File: src/rtl/wb_switch_pkg.sv
// Shared types, bus widths and elaboration-time helpers for the Wishbone N x M switch.
package wb_switch_pkg;

  typedef enum logic [1:0] {
    IDLE = 2'd0,
    BUSY = 2'd1,
    RESP = 2'd2
  } state_t;

  localparam int ADR_W = 32;
  localparam int DAT_W = 32;
  localparam int SEL_W = 4;

  // Index width that never collapses to zero bits, so a single master still gets a 1-bit index.
  function automatic int clog2_min1(input int n);
    int w;
    w = 1;
    while ((1 << w) < n) w++;
    return w;
  endfunction

  // Default slave map: slave i occupies the 4 KiB page starting at i << 12.
  function automatic logic [16*32-1:0] default_bases();
    logic [16*32-1:0] b;
    b = '0;
    for (int i = 0; i < 16; i++) b[32*i +: 32] = 32'(i) << 12;
    return b;
  endfunction

endpackage

File: src/rtl/wb_rr_arbiter.sv
// Combinational round-robin arbiter: the first requester after 'last' (with wrap-around) wins.
module wb_rr_arbiter
  import wb_switch_pkg::*;
#(
  parameter int NUM_MASTERS = 2,
  parameter int IW          = clog2_min1(NUM_MASTERS)
) (
  input  logic [NUM_MASTERS-1:0] req,
  input  logic [IW-1:0]          last,
  output logic [IW-1:0]          grant_idx,
  output logic                   grant_valid
);

  logic [IW-1:0] idx;

  // Scan from the farthest offset down to the nearest, so the nearest requester is written last.
  always_comb begin
    grant_idx   = '0;
    grant_valid = 1'b0;
    idx         = '0;
    for (int i = NUM_MASTERS; i >= 1; i--) begin
      idx = IW'((int'(last) + i) % NUM_MASTERS);
      if (req[idx]) begin
        grant_idx   = idx;
        grant_valid = 1'b1;
      end
    end
  end

endmodule

File: src/rtl/wb_bus_switch_nxm.sv
// Wishbone classic N-master x M-slave switch: round-robin grant, base/mask decode,
// registered one-cycle ack/err, error on decode miss or slave timeout.
module wb_bus_switch_nxm
  import wb_switch_pkg::*;
#(
  parameter int                        NUM_MASTERS    = 2,
  parameter int                        NUM_SLAVES     = 8,
  parameter logic [NUM_SLAVES*32-1:0]  SLAVE_BASE     = (NUM_SLAVES*32)'(default_bases()),
  parameter logic [NUM_SLAVES*32-1:0]  SLAVE_MASK     = {NUM_SLAVES{32'hFFFF_F000}},
  parameter int                        TIMEOUT_CYCLES = 255
) (
  input  logic                          clk_i,
  input  logic                          rst_i,
  input  logic [NUM_MASTERS-1:0]        m_stb_i,
  input  logic [NUM_MASTERS-1:0]        m_we_i,
  input  logic [NUM_MASTERS*ADR_W-1:0]  m_adr_i,
  input  logic [NUM_MASTERS*DAT_W-1:0]  m_dat_i,
  input  logic [NUM_MASTERS*SEL_W-1:0]  m_sel_i,
  output logic [DAT_W-1:0]              m_dat_o,
  output logic [NUM_MASTERS-1:0]        m_ack_o,
  output logic [NUM_MASTERS-1:0]        m_err_o,
  output logic [NUM_SLAVES-1:0]         s_cyc_o,
  output logic [NUM_SLAVES-1:0]         s_stb_o,
  output logic                          s_we_o,
  output logic [ADR_W-1:0]              s_adr_o,
  output logic [DAT_W-1:0]              s_dat_o,
  output logic [SEL_W-1:0]              s_sel_o,
  input  logic [NUM_SLAVES*DAT_W-1:0]   s_dat_i,
  input  logic [NUM_SLAVES-1:0]         s_ack_i,
  output logic [1:0]                    dbg_state
);

  localparam int IW = clog2_min1(NUM_MASTERS);
  localparam int SW = clog2_min1(NUM_SLAVES);

  // Handshake: a master holds stb until it sees its one-cycle ack or err; a slave is strobed
  // only while BUSY and its ack is taken on the first edge it is seen high.
  state_t               state, state_nxt;
  logic [IW-1:0]        rr_last, grant, arb_idx;
  logic                 arb_valid;
  logic [NUM_SLAVES-1:0] sel_onehot;
  logic                 hit;
  logic [SW-1:0]        hit_idx;
  logic [31:0]          tmo_cnt;
  logic                 tmo_fire, slave_ack;
  logic [DAT_W-1:0]     slave_rdata;

  wb_rr_arbiter #(.NUM_MASTERS(NUM_MASTERS), .IW(IW)) u_arb (
    .req         (m_stb_i),
    .last        (rr_last),
    .grant_idx   (arb_idx),
    .grant_valid (arb_valid)
  );

  // Decode runs on the latched address; a miss spends its one BUSY cycle with no strobe,
  // which keeps the error on the same cycle an ack from a zero-wait slave would arrive.
  always_comb begin
    sel_onehot = '0;
    hit        = 1'b0;
    hit_idx    = '0;
    for (int i = NUM_SLAVES - 1; i >= 0; i--) begin
      if ((s_adr_o & SLAVE_MASK[32*i +: 32]) == SLAVE_BASE[32*i +: 32]) begin
        sel_onehot    = '0;
        sel_onehot[i] = 1'b1;
        hit           = 1'b1;
        hit_idx       = SW'(i);
      end
    end
  end

  assign slave_ack   = hit && s_ack_i[hit_idx];
  assign slave_rdata = s_dat_i[DAT_W*int'(hit_idx) +: DAT_W];
  assign tmo_fire    = (TIMEOUT_CYCLES != 0) && (tmo_cnt == 32'(TIMEOUT_CYCLES - 1));
  assign s_stb_o     = (state == BUSY) ? sel_onehot : '0;
  assign s_cyc_o     = s_stb_o;
  assign dbg_state   = state;

  always_ff @(posedge clk_i or posedge rst_i) begin
    if (rst_i) state <= IDLE;
    else       state <= state_nxt;
  end

  always_comb begin
    state_nxt = state;
    case (state)
      IDLE:    if (arb_valid) state_nxt = BUSY;
      BUSY:    if (!hit || slave_ack || tmo_fire) state_nxt = RESP;
      RESP:    state_nxt = IDLE;
      default: state_nxt = IDLE;
    endcase
  end

  always_ff @(posedge clk_i or posedge rst_i) begin
    if (rst_i) begin
      rr_last <= IW'(NUM_MASTERS - 1);
      grant   <= '0;
      s_we_o  <= 1'b0;
      s_adr_o <= '0;
      s_dat_o <= '0;
      s_sel_o <= '0;
      m_dat_o <= '0;
      m_ack_o <= '0;
      m_err_o <= '0;
      tmo_cnt <= '0;
    end else begin
      m_ack_o <= '0;
      m_err_o <= '0;
      case (state)
        IDLE: begin
          if (arb_valid) begin
            grant   <= arb_idx;
            s_we_o  <= m_we_i[arb_idx];
            s_adr_o <= m_adr_i[ADR_W*int'(arb_idx) +: ADR_W];
            s_dat_o <= m_dat_i[DAT_W*int'(arb_idx) +: DAT_W];
            s_sel_o <= m_sel_i[SEL_W*int'(arb_idx) +: SEL_W];
            tmo_cnt <= '0;
          end
        end
        BUSY: begin
          tmo_cnt <= tmo_cnt + 32'd1;
          if (!hit) begin
            m_err_o[grant] <= 1'b1;
            m_dat_o        <= '0;
          end else if (slave_ack) begin
            m_ack_o[grant] <= 1'b1;
            m_dat_o        <= s_we_o ? '0 : slave_rdata;
          end else if (tmo_fire) begin
            m_err_o[grant] <= 1'b1;
            m_dat_o        <= '0;
          end
        end
        RESP:    rr_last <= grant;
        default: ;
      endcase
    end
  end

endmodule
File: config.mk
export PLATFORM = sky130hd
export DESIGN_NAME = wb_bus_switch_nxm
export DESIGN_NICKNAME = d
export VERILOG_FILES = /design/src/rtl/wb_switch_pkg.sv /design/src/rtl/wb_rr_arbiter.sv /design/src/rtl/wb_bus_switch_nxm.sv
export SDC_FILE = /design/constraint.sdc
export NUM_CORES = 1
export LEC_CHECK = 0
export CORE_AREA = 8 8 199 201
export DETAILED_ROUTE_END_ITERATION = 7
export DIE_AREA = 0 0 207 209
export GPL_TIMING_DRIVEN = 0
export PLACE_DENSITY = 0.57
export SYNTH_ARGS = -nofsm -noshare
export SYNTH_HDL_FRONTEND = slang
export SYNTH_SLANG_ARGS = --single-unit
export TNS_END_PERCENT = 20
File: constraint.sdc
create_clock -name clk_i -period 5.57 [get_ports clk_i]
set_input_delay 1.671 -clock clk_i [delete_from_list [all_inputs] [get_ports clk_i]]
set_output_delay 1.671 -clock clk_i [all_outputs]
set_load 0.02 [all_outputs]
==> metrics.txt <==
status completed; die area 43300 um^2; I/O Buffers 528; H-tree levels 4; setup bufs post-CTS 0; Hold-fix buffers, CTS 0; final instance area 15100 um^2; setup tns final 0 ps; largest net degree at the start of global routing 89; Initial DRT Pass Iterations 5; count leader, synth dfrtp_1; row count 70; combinational share of power 52.1%; cell area power density 375 nW/um^2; # resized after CTS 1; via count of the first global-routing pass 10400; Syn Nets 1302; Least-Margin Pin Slew 971 ps; Worst-Skew Late Latency 430 ps; Worst setup EP type primary output; # DRC 0; DP HPWL 39.8 mm; Nets 1849; remaining antenna violation count 0; Cells after Synth 894; Cell Area, Synth 8570 um^2; RSZ-0062 raised after global routing false; leading area contributor after synthesis dfrtp_1; max frequency 0.189 GHz; final worst-path setup slack 278 ps; async set-reset flop share out of synthesis 100%; WL/cell 24.8 um; GR Overflow Total 0; area of the core 36300 um^2; crit path max fanout 10; Sw Pwr 2470 uW; Final min period 5290 ps; pre-CTS setup slack 257 ps; synth unique cells 52; flops & latches, synth 141; Buf/Inv on CP 3; Yosys top cell area share 40.9%; CP arrival 3620 ps; CTS buffer count 17; Final Cycle Share 95.0%; gp weighted congestion 0.963; hold crit path type flop to flop; Synth Area per Inst 9.59 um^2; Peak supply drop 0.197 mV; Crit path required time 3900 ps; layout cells sized above 1 6.81%; Worst Path Class, Setup flop to primary output; clk slew on worst S/H paths 70 ps; worst clock skew 15.6 ps; clock sink count 141; Sw Ratio 43.6%; Global Route Usage Sum 21.1%; clock share of power 21.2%; Final setup viols 0; Placed Area 14500 um^2; Rel. slew slack 35.0%; drt total wl 47.8 mm; Max clock buf depth 2; TritonCTS clock tree done; initial drt markers 486; Hold Fails Final Rpt 0; Hold WS 478 ps; Chip Width 207 um; max_cap viols 0; IO Pins 529; Synth warnings 0; critical path's top delay family simple AND/OR/NAND/NOR gates; top cells by area, synth dfrtp_1, mux2i_1, nand3_1; initial antenna violation count 9; synth cell count leaders dfrtp_1, mux2i_1, nand2_1; Post-synth EDFFs 0; Reg power frac 26.7%; CP cell instances nor4_1 -> and3_1 -> and2_1 -> buf_2 -> buf_2 -> nand3_1 -> nor3_1 -> clkdlybuf4s50_1; Root Driver clkbuf_16; area of the multi-input gates 4610 um^2; Vias 9697; sequential area share after synthesis 41.2%; Crit-path slowest cell clkdlybuf4s50_1; first-pass GRT wire length 69.3 mm; cell internal pwr 3200 uW; crit start category flop; leakage 0.00580 uW; synthesis-to-layout area growth 76.2%; CP peak stage delay 780 ps; register area 3530 um^2; Slew Limit Fails 0; top_reg_cell synth dfrtp_1; Chip Height 209 um; CP dominant cell by count buf_2; fill count 3722; starting density of the core 23.6%; drt via density 5.03
[metal layers]
layer / vias up / track usage (%) / routed length (um)
met3: 38 / 6.02 / 3140
met1: 4680 / 22.8 / 18500
met4: 2 / 5.94 / 892
met5: - / 0 / 15
met2: 440 / 39.8 / 25300
li1: 4537 / - / -
[placed cells by master (no fill, tap or decap), types with 8 or more instances in the layout]
cell | synthesis | layout
clkdlybuf4s50_1 | 0 | 528
dfrtp_1 | 140 | 140
mux2i_1 | 104 | 104
nand2_1 | 98 | 98
nand3_1 | 97 | 97
o21ai_0 | 91 | 91
clkbuf_1 | 53 | 51
mux2_2 | 33 | 33
o2111ai_1 | 32 | 32
a32o_1 | 32 | 32
a221oi_1 | 31 | 31
o2bb2ai_1 | 31 | 31
nor2_1 | 17 | 17
clkbuf_16 | 0 | 17
buf_1 | 16 | 16
buf_4 | 12 | 12
nor4_1 | 10 | 10
nand4_1 | 9 | 9
nor3_1 | 8 | 8
[state kept, by name, indices dropped and copies added, names as in the netlist]
signal     flops
dbg_state      2
grant          1
m_ack_o        2
m_dat_o       32
m_err_o        2
rr_last        1
s_adr_o       32
s_dat_o       32
s_sel_o        4
s_we_o         1
tmo_cnt       32
[cell type report]
type | instances | share of cell area (%)
repair buffers | 529 | 35.2
multi-input cells | 656 | 30.5
flip-flops and latches | 141 | 23.4
well taps | 468 | 3.88
clock buffers | 18 | 2.91
plain buffers | 89 | 2.72
clock inverters | 14 | 1.16
inverters | 7 | 0.207
diodes | 7 | 0.116
[power groups by stage]
stage / registers [uW] / clock network, uW / logic, uW
6_report: 1510 / 1200 / 2950
5_1_grt: 1550 / 1280 / 3180
4_1_cts: 1520 / 1240 / 3000
3_5_place_dp: 1530 / 0 / 3000
3_3_place_gp: 1520 / 0 / 2980
2_1_floorplan: 1800 / 0 / 1220
[final timing paths]
kind	cells after the start	slack (ps)	end	start
max	8	280	s_cyc_o[0]	s_adr_o[28]
min	2	480	s_adr_o[9]	s_adr_o[9]
max reg2reg	7	2680	m_dat_o[26]	s_adr_o[28]
min reg2reg	2	480	s_adr_o[9]	s_adr_o[9]
max in group asynchronous	3	3040	rr_last	rst_i
min in group asynchronous	2	1660	s_dat_o[22]	rst_i
[worst reg2reg max path, cell delays in order (launching register included)]
cell,delay (ps)
dfrtp_1,430
nor4_1,420
and3_1,400
and3_1,210
clkbuf_1,180
clkbuf_1,500
o2111ai_1,310
a32o_1,330
[through the flow]
step	cells	total power (uW)	util, %
floorplan	894	3020	-
CTS	1923	5760	41.6
detailed placement	1891	4530	39.9
finish	1929	5670	41.7
global route	1929	6010	41.7
global placement	1890	4500	39.8
[cell families after synthesis]
| group | share of synthesized area [%] |
|---|---|
| buffers and inverters | 5.12 |
| adder cells (fa/ha/maj) | 0.292 |
| AO/OA/AOI/OAI | 21.4 |
| flip-flops | 41.2 |
| multiplexers | 16.5 |
| XOR/XNOR | 0.306 |
| AND/OR/NAND/NOR | 15.2 |
Power figures use the tool's default switching activity.
